`src/rtl/inst_fetch_pkg.sv`:
```
// rtl/inst_fetch_pkg.sv - shared widths, reset vector, FSM encoding and entry packing for inst_fetch
package inst_fetch_pkg;

    localparam int          WORD_W       = 16;
    localparam int          ENTRY_W      = 2 * WORD_W;
    localparam logic [15:0] RESET_VECTOR = 16'h0000;

    typedef enum logic [1:0] {
        IDLE = 2'd0,
        WAIT = 2'd1,
        DROP = 2'd2
    } fetch_state_t;

    // Queue entry layout: word in the upper half, fetch address in the lower half.
    function automatic logic [ENTRY_W-1:0] pack_entry(input logic [WORD_W-1:0] word,
                                                      input logic [WORD_W-1:0] addr);
        return {word, addr};
    endfunction

endpackage

```
`src/rtl/inst_fetch_fifo.sv`:
```
// rtl/inst_fetch_fifo.sv - fetch_fifo: prefetch queue of {word, addr} entries
//
// Ports:
//   clk, rst      clock, synchronous active-high reset
//   i_push/i_data write one entry at the tail
//   i_pop         drop the head entry
//   i_flush       empty the queue (wins over push/pop)
//   o_head        entry at the head (meaningless when o_count == 0)
//   o_count       number of entries held
module fetch_fifo
    import inst_fetch_pkg::*;
#(
    parameter  int DEPTH = 4,
    localparam int CW    = $clog2(DEPTH + 1)
) (
    input  logic               clk,
    input  logic               rst,
    input  logic               i_push,
    input  logic [ENTRY_W-1:0] i_data,
    input  logic               i_pop,
    input  logic               i_flush,
    output logic [ENTRY_W-1:0] o_head,
    output logic [CW-1:0]      o_count
);

    localparam int PW = (DEPTH > 1) ? $clog2(DEPTH) : 1;

    logic [ENTRY_W-1:0] r_mem [DEPTH];
    logic [PW-1:0]      r_wr_ptr;
    logic [PW-1:0]      r_rd_ptr;
    logic [CW-1:0]      r_count;

    // DEPTH is a power of two, so pointers wrap naturally.
    always_ff @(posedge clk) begin
        if (rst || i_flush) begin
            r_wr_ptr <= '0;
            r_rd_ptr <= '0;
            r_count  <= '0;
        end else begin
            if (i_push) r_wr_ptr <= r_wr_ptr + PW'(1);
            if (i_pop)  r_rd_ptr <= r_rd_ptr + PW'(1);
            r_count <= r_count + CW'(i_push) - CW'(i_pop);
        end
    end

    always_ff @(posedge clk) begin
        if (i_push && !i_flush && !rst) r_mem[r_wr_ptr] <= i_data;
    end

    assign o_head  = r_mem[r_rd_ptr];
    assign o_count = r_count;

endmodule

```
`src/rtl/inst_fetch.sv`:
```
// rtl/inst_fetch.sv - instruction prefetch unit: fetch FSM, fetch PC and prefetch queue
//
// Optional feature: INST_FETCH_BYPASS_EN (0-cycle delivery of the returning word
// when the queue is empty).
//
// Ports:
//   clk, rst                      clock, synchronous active-high reset
//   o_mem_addr/o_mem_req          memory read request, held until i_mem_ack
//   i_mem_ack/i_mem_data          memory response, data valid with ack
//   o_word/o_word_pc/o_word_valid head word and its fetch address to the decoder
//   i_word_ready                  decoder consumes the head word
//   i_jump/i_jump_addr            redirect: flush queue, restart at target
//   i_lock                        freeze new requests and delivery
//   o_empty                       queue holds zero entries
module inst_fetch
    import inst_fetch_pkg::*;
#(
    parameter int          DEPTH    = 4,
    parameter logic [15:0] RESET_PC = RESET_VECTOR
) (
    input  logic        clk,
    input  logic        rst,
    output logic [15:0] o_mem_addr,
    output logic        o_mem_req,
    input  logic        i_mem_ack,
    input  logic [15:0] i_mem_data,
    output logic [15:0] o_word,
    output logic        o_word_valid,
    input  logic        i_word_ready,
    output logic [15:0] o_word_pc,
    input  logic        i_jump,
    input  logic [15:0] i_jump_addr,
    input  logic        i_lock,
    output logic        o_empty
);

    localparam int CW = $clog2(DEPTH + 1);

    fetch_state_t       r_state;
    logic [15:0]        r_fetch_pc;
    logic [15:0]        r_mem_addr;
    logic               r_mem_req;

    logic [CW-1:0]      w_count;
    logic [ENTRY_W-1:0] w_head;
    logic               w_empty;
    logic               w_ack_wait;
    logic               w_bypass;
    logic               w_push;
    logic               w_pop;
    logic [CW:0]        w_count_after;
    logic               w_can_issue;
    logic [15:0]        w_pc_inc;

    assign w_empty    = (w_count == '0);
    assign w_ack_wait = (r_state == WAIT) && i_mem_ack;

`ifdef INST_FETCH_BYPASS_EN
    // The returning word is shown straight to the decoder while the queue is empty.
    assign w_bypass = w_empty && !i_lock && (r_state == WAIT);
`else
    assign w_bypass = 1'b0;
`endif

    // A jump flushes the queue, so a same-cycle pop and any returning data are dropped.
    assign w_pop  = !w_empty && !i_lock && i_word_ready && !i_jump;
    assign w_push = w_ack_wait && !i_jump && !(w_bypass && i_word_ready);

    // Occupancy after this cycle's push/pop; a new request reserves one more slot,
    // which is what keeps the queue from ever overflowing.
    assign w_count_after = (CW+1)'(w_count) + (CW+1)'(w_push) - (CW+1)'(w_pop);
    assign w_can_issue   = !i_lock && !i_jump && (w_count_after < (CW+1)'(DEPTH));
    assign w_pc_inc      = r_fetch_pc + 16'd1;

    fetch_fifo #(
        .DEPTH (DEPTH)
    ) u_fifo (
        .clk     (clk),
        .rst     (rst),
        .i_push  (w_push),
        .i_data  (pack_entry(i_mem_data, r_mem_addr)),
        .i_pop   (w_pop),
        .i_flush (i_jump),
        .o_head  (w_head),
        .o_count (w_count)
    );

    always_ff @(posedge clk) begin
        if (rst) begin
            r_state    <= IDLE;
            r_fetch_pc <= RESET_PC;
            r_mem_addr <= RESET_PC;
            r_mem_req  <= 1'b0;
        end else begin
            case (r_state)
                IDLE: begin
                    if (i_jump) begin
                        r_fetch_pc <= i_jump_addr;
                        r_mem_addr <= i_jump_addr;
                    end else if (w_can_issue) begin
                        r_state    <= WAIT;
                        r_mem_req  <= 1'b1;
                        r_mem_addr <= r_fetch_pc;
                    end
                end
                WAIT: begin
                    if (i_jump) begin
                        r_fetch_pc <= i_jump_addr;
                        if (i_mem_ack) begin
                            r_state    <= IDLE;
                            r_mem_req  <= 1'b0;
                            r_mem_addr <= i_jump_addr;
                        end else begin
                            // Request stays on the bus; its data will be thrown away.
                            r_state <= DROP;
                        end
                    end else if (i_mem_ack) begin
                        r_fetch_pc <= w_pc_inc;
                        r_mem_addr <= w_pc_inc;
                        if (!w_can_issue) begin
                            r_state   <= IDLE;
                            r_mem_req <= 1'b0;
                        end
                    end
                end
                DROP: begin
                    if (i_jump) r_fetch_pc <= i_jump_addr;
                    if (i_mem_ack) begin
                        r_state    <= IDLE;
                        r_mem_req  <= 1'b0;
                        r_mem_addr <= i_jump ? i_jump_addr : r_fetch_pc;
                    end
                end
                default: begin
                    r_state   <= IDLE;
                    r_mem_req <= 1'b0;
                end
            endcase
        end
    end

    assign o_mem_req  = r_mem_req;
    assign o_mem_addr = r_mem_addr;
    assign o_empty    = w_empty;

    always_comb begin
        o_word_valid = !w_empty && !i_lock;
        o_word       = w_empty ? 16'h0000 : w_head[ENTRY_W-1:WORD_W];
        o_word_pc    = w_empty ? 16'h0000 : w_head[WORD_W-1:0];
`ifdef INST_FETCH_BYPASS_EN
        if (w_bypass) begin
            o_word_valid = i_mem_ack;
            o_word       = i_mem_data;
            o_word_pc    = r_mem_addr;
        end
`endif
    end

endmodule

```
`config.mk`:
```
export PLATFORM = sky130hd
export DESIGN_NAME = inst_fetch
export DESIGN_NICKNAME = d
export VERILOG_FILES = /design/src/rtl/inst_fetch_pkg.sv /design/src/rtl/inst_fetch_fifo.sv /design/src/rtl/inst_fetch.sv
export SDC_FILE = /design/constraint.sdc
export NUM_CORES = 1
export LEC_CHECK = 0
export CORE_UTILIZATION = 35
export DETAILED_ROUTE_END_ITERATION = 10
export PLACE_DENSITY = 0.66
export SYNTH_ARGS = -nofsm -noshare
export SYNTH_HDL_FRONTEND = slang
export SYNTH_SLANG_ARGS = --single-unit
```
`constraint.sdc`:
```
create_clock -name clk -period 3.11 [get_ports clk]
set_input_delay 0.622 -clock clk [delete_from_list [all_inputs] [get_ports clk]]
set_output_delay 0.622 -clock clk [all_outputs]
set_load 0.005 [all_outputs]
```
==> impl_metrics.toml <==
[yosys]
synth_area_mm2 = 0.00765
syn_inst = 570
postSynthAreaPerCell_um2 = 13.4
ys.warnings.count = 0
ys_seq_area_share_pct = 61.8
ys_seq_elements = 172
synth_top_area_share_pct = 50.3
synth_cell_type_count = 57
synth_edf_count = 128
async_flop_share_pct = 0
synth_nets = 622
synth_flop_cell = "edfxtp_1"
synth_top_area_cell = "edfxtp_1"
synthTopCellsByArea = "edfxtp_1 (50%), dfxtp_1 (12%), mux4_2 (9.4%), nor2b_1 (2.7%), ha_1 (2.1%)"

[placement]
portBuffers = 88
post-dp-hpwl_mm = 11.4
placedCellCount = 919
globalplace.congestion = 0.869

[hold_path]
hold_class = "register to register"
holdCritStartpoint = "o_mem_addr[7]"
holdPathStages = 0

[grt]
first_global_vias = 5080
grt_start_max_net_pins = 35
grt_overflow = 0
grt_pass1_wl_mm = 27.6
antenna_found_initial = 0
grt_usage_pct = 16.2

[critical_path]
cp-end-kind = "output port"
worst-path-stages = 4
r2r_cells = 12
crit_arrival_ns = 2.35
crit_type = "register to output port"
crit_buf_inv = 2
startpoint_type = "register"
r2r_start = "u_fifo.o_count[2]"
worstPathRequired_ns = 2.49
worstPathCellList = "clkbuf_16, mux4_2, nor2b_1, clkdlybuf4s50_1"
slowest_stage = "dfxtp_2"
r2r_slack_ns = 0.22
crit_family = "buffers and inverters"
crit_path_max_fanout = 13
slowest_delay_ns = 0.54

[timing]
setup_violations = 0
min_period_over_period_pct = 95.6
rsz0062_at_grt = "false"
tightest_slew_ns = 0.759
setup_tns_ns = 0
drv_slew = 0
hold_viol_final = 0
skew_ns = 0.00966
fmax_ghz = 0.336
hold_ws_ns = 0.544
period_minus_slack_ns = 2.97
max_slew_margin_pct = 49.0

[cells_and_area]
utilization_pct = 45.9
fill_cells = 1878
fin_cells = 956
area_growth_pct = 27.3
drive_above_1_share_pct = 16.7
antenna_cells = 0
fin_nets = 720

[floorplan]
io_pins = 89
dieHeight_um = 150
fp.coreArea_mm2 = 0.0212
num_rows = 53
initial_utilization_pct = 36.0
die_w_um = 150
die_area_mm2 = 0.0224

[detailed_routing]
ant_nets = 0
initialDrtViolationCount = 415
vias_per_cell = 5.28
avgRoutedWirePerCell_um = 18.5
drc = 0
vias = 5043
dr.pass1.iters = 6
wl_mm = 17.7

[power]
peakVddDrop_v = 0.000362
powerDensity_mw_per_mm2 = 544
leakage_uw = 0.00324
finalPower_uw = 5290

[cts]
htreeDepth = 4
clockBufferDepth = 2
cts.reportedPaths.clkPinSlew_ns = 0.07
cts_root_buffer = "clkbuf_16"
tritoncts = "done"
clock_sinks = 172
cts_hold_buf = 0
numCtsBuffers = 17
clk_latency_ns = 0.42

[status]
outcome = "complete, no violations"

[run]
maxCapViolations = 0
[placed cells by master (no fill, tap or decap), types with 10 or more instances in the layout]
cell	Yosys	layout
inv_1	16	16
dfxtp_1	44	42
clkbuf_16	0	18
clkdlybuf4s50_1	0	85
mux2i_1	10	10
nand4_1	10	10
xor2_1	12	11
buf_4	1	23
ha_1	13	12
mux4_2	32	32
o21ai_0	32	32
nand2_1	30	29
edfxtp_1	128	128
nor2b_1	33	33
nand3_1	14	13
nor2_1	37	37
a21oi_1	14	14
[worst register-to-register path, cell delays in order, from the launching register on]
cell	delay, ns
dfxtp_1	0.42
nor3_4	0.08
nor4b_4	0.30
ha_1	0.27
inv_1	0.06
ha_2	0.17
inv_1	0.05
fa_2	0.39
xnor2_1	0.14
a211o_1	0.28
and4_4	0.26
nor4_2	0.29
a31o_1	0.13
[power by group]
group | total [uW] | internal [uW] | switching, uW
logic | 408 | 204 | 204
clock network | 2280 | 1310 | 964
registers | 2610 | 2530 | 84.6
total | 5290 | 4040 | 1250
[Yosys cell counts (all sizes together) (2+ instances only)]
| cell | n |
|---|---|
| nand4 | 10 |
| xor2 | 12 |
| nor2b | 33 |
| nand3 | 14 |
| clkbuf | 26 |
| inv | 17 |
| a31o | 4 |
| nand2b | 4 |
| a211oi | 8 |
| o32ai | 2 |
| dfxtp | 44 |
| ha | 13 |
| and3 | 2 |
| xnor2 | 9 |
| and2 | 6 |
| o22ai | 3 |
| buf | 14 |
| or3 | 2 |
| mux2i | 10 |
| a22oi | 3 |
| nand2 | 30 |
| nor4 | 10 |
| a31oi | 2 |
| o211ai | 4 |
| a21boi | 2 |
| a222oi | 3 |
| a21oi | 14 |
| edfxtp | 128 |
| mux4 | 32 |
| nor3 | 10 |
| a2111oi | 2 |
| o31ai | 4 |
| and4 | 2 |
| nor2 | 37 |
| o21ai | 33 |
| o21a | 9 |
[cell type report]
class,instances,area (um^2),area share (%)
clock inverters,15,214,2.20
well taps,275,344,3.53
clock buffers,17,425,4.37
inverters,17,63.8,0.655
repair buffers,119,1200,12.3
flip-flops and latches,172,4730,48.6
multi-input cells,341,2760,28.4
[timing repair]
action / 4_1_cts / 5_1_grt
endpoints found under the setup margin: 18 / 26
gates cloned: 0 / 2
resized for setup: 3 / 13
buffers inserted: 1 / 2
pin swaps: 2 / 9
[state kept, by name, summed over array words and instances, names as in the netlist, named ones only]
name and cells:
r_fetch_pc 16, u_fifo.o_count 3, u_fifo.r_rd_ptr 2, u_fifo.r_mem 128, o_mem_req 1, u_fifo.r_wr_ptr 2, o_mem_addr 16, r_state 2
[final timing paths]
check | endpoint
hold / removal | u_fifo.r_mem[3][7]
setup / recovery | o_word_pc[5]
hold reg to reg | u_fifo.r_mem[3][7]
setup reg to reg | o_mem_addr[2]
[per-layer routing]
| metal | vias to the layer above | global-route usage, % | share of wire (%) |
|---|---|---|---|
| met5 | - | 0 | 0 |
| met4 | 0 | 3.54 | 0.74 |
| met3 | 13 | 3.41 | 5.8 |
| met2 | 167 | 27.3 | 50 |
| met1 | 2500 | 21.5 | 44 |
| li1 | 2363 | - | - |
[cell families after synthesis]
kind of cell / synth area share (%)
fa+ha+maj: 2.39
simple gates: 11.1
mux: 10.7
xor+xnor: 2.40
buf+inv: 3.14
flops: 61.8
compound gates: 8.46
[metrics by stage]
stage          setup WS [ns]  area (um^2)
2_1_floorplan        0.00284         7670
3_3_place_gp          -0.503         8980
3_5_place_dp          -0.645         8980
4_1_cts              0.00928         9640
5_1_grt               0.0232         9740
6_report               0.138         9740
Power figures use the tool's default switching activity.
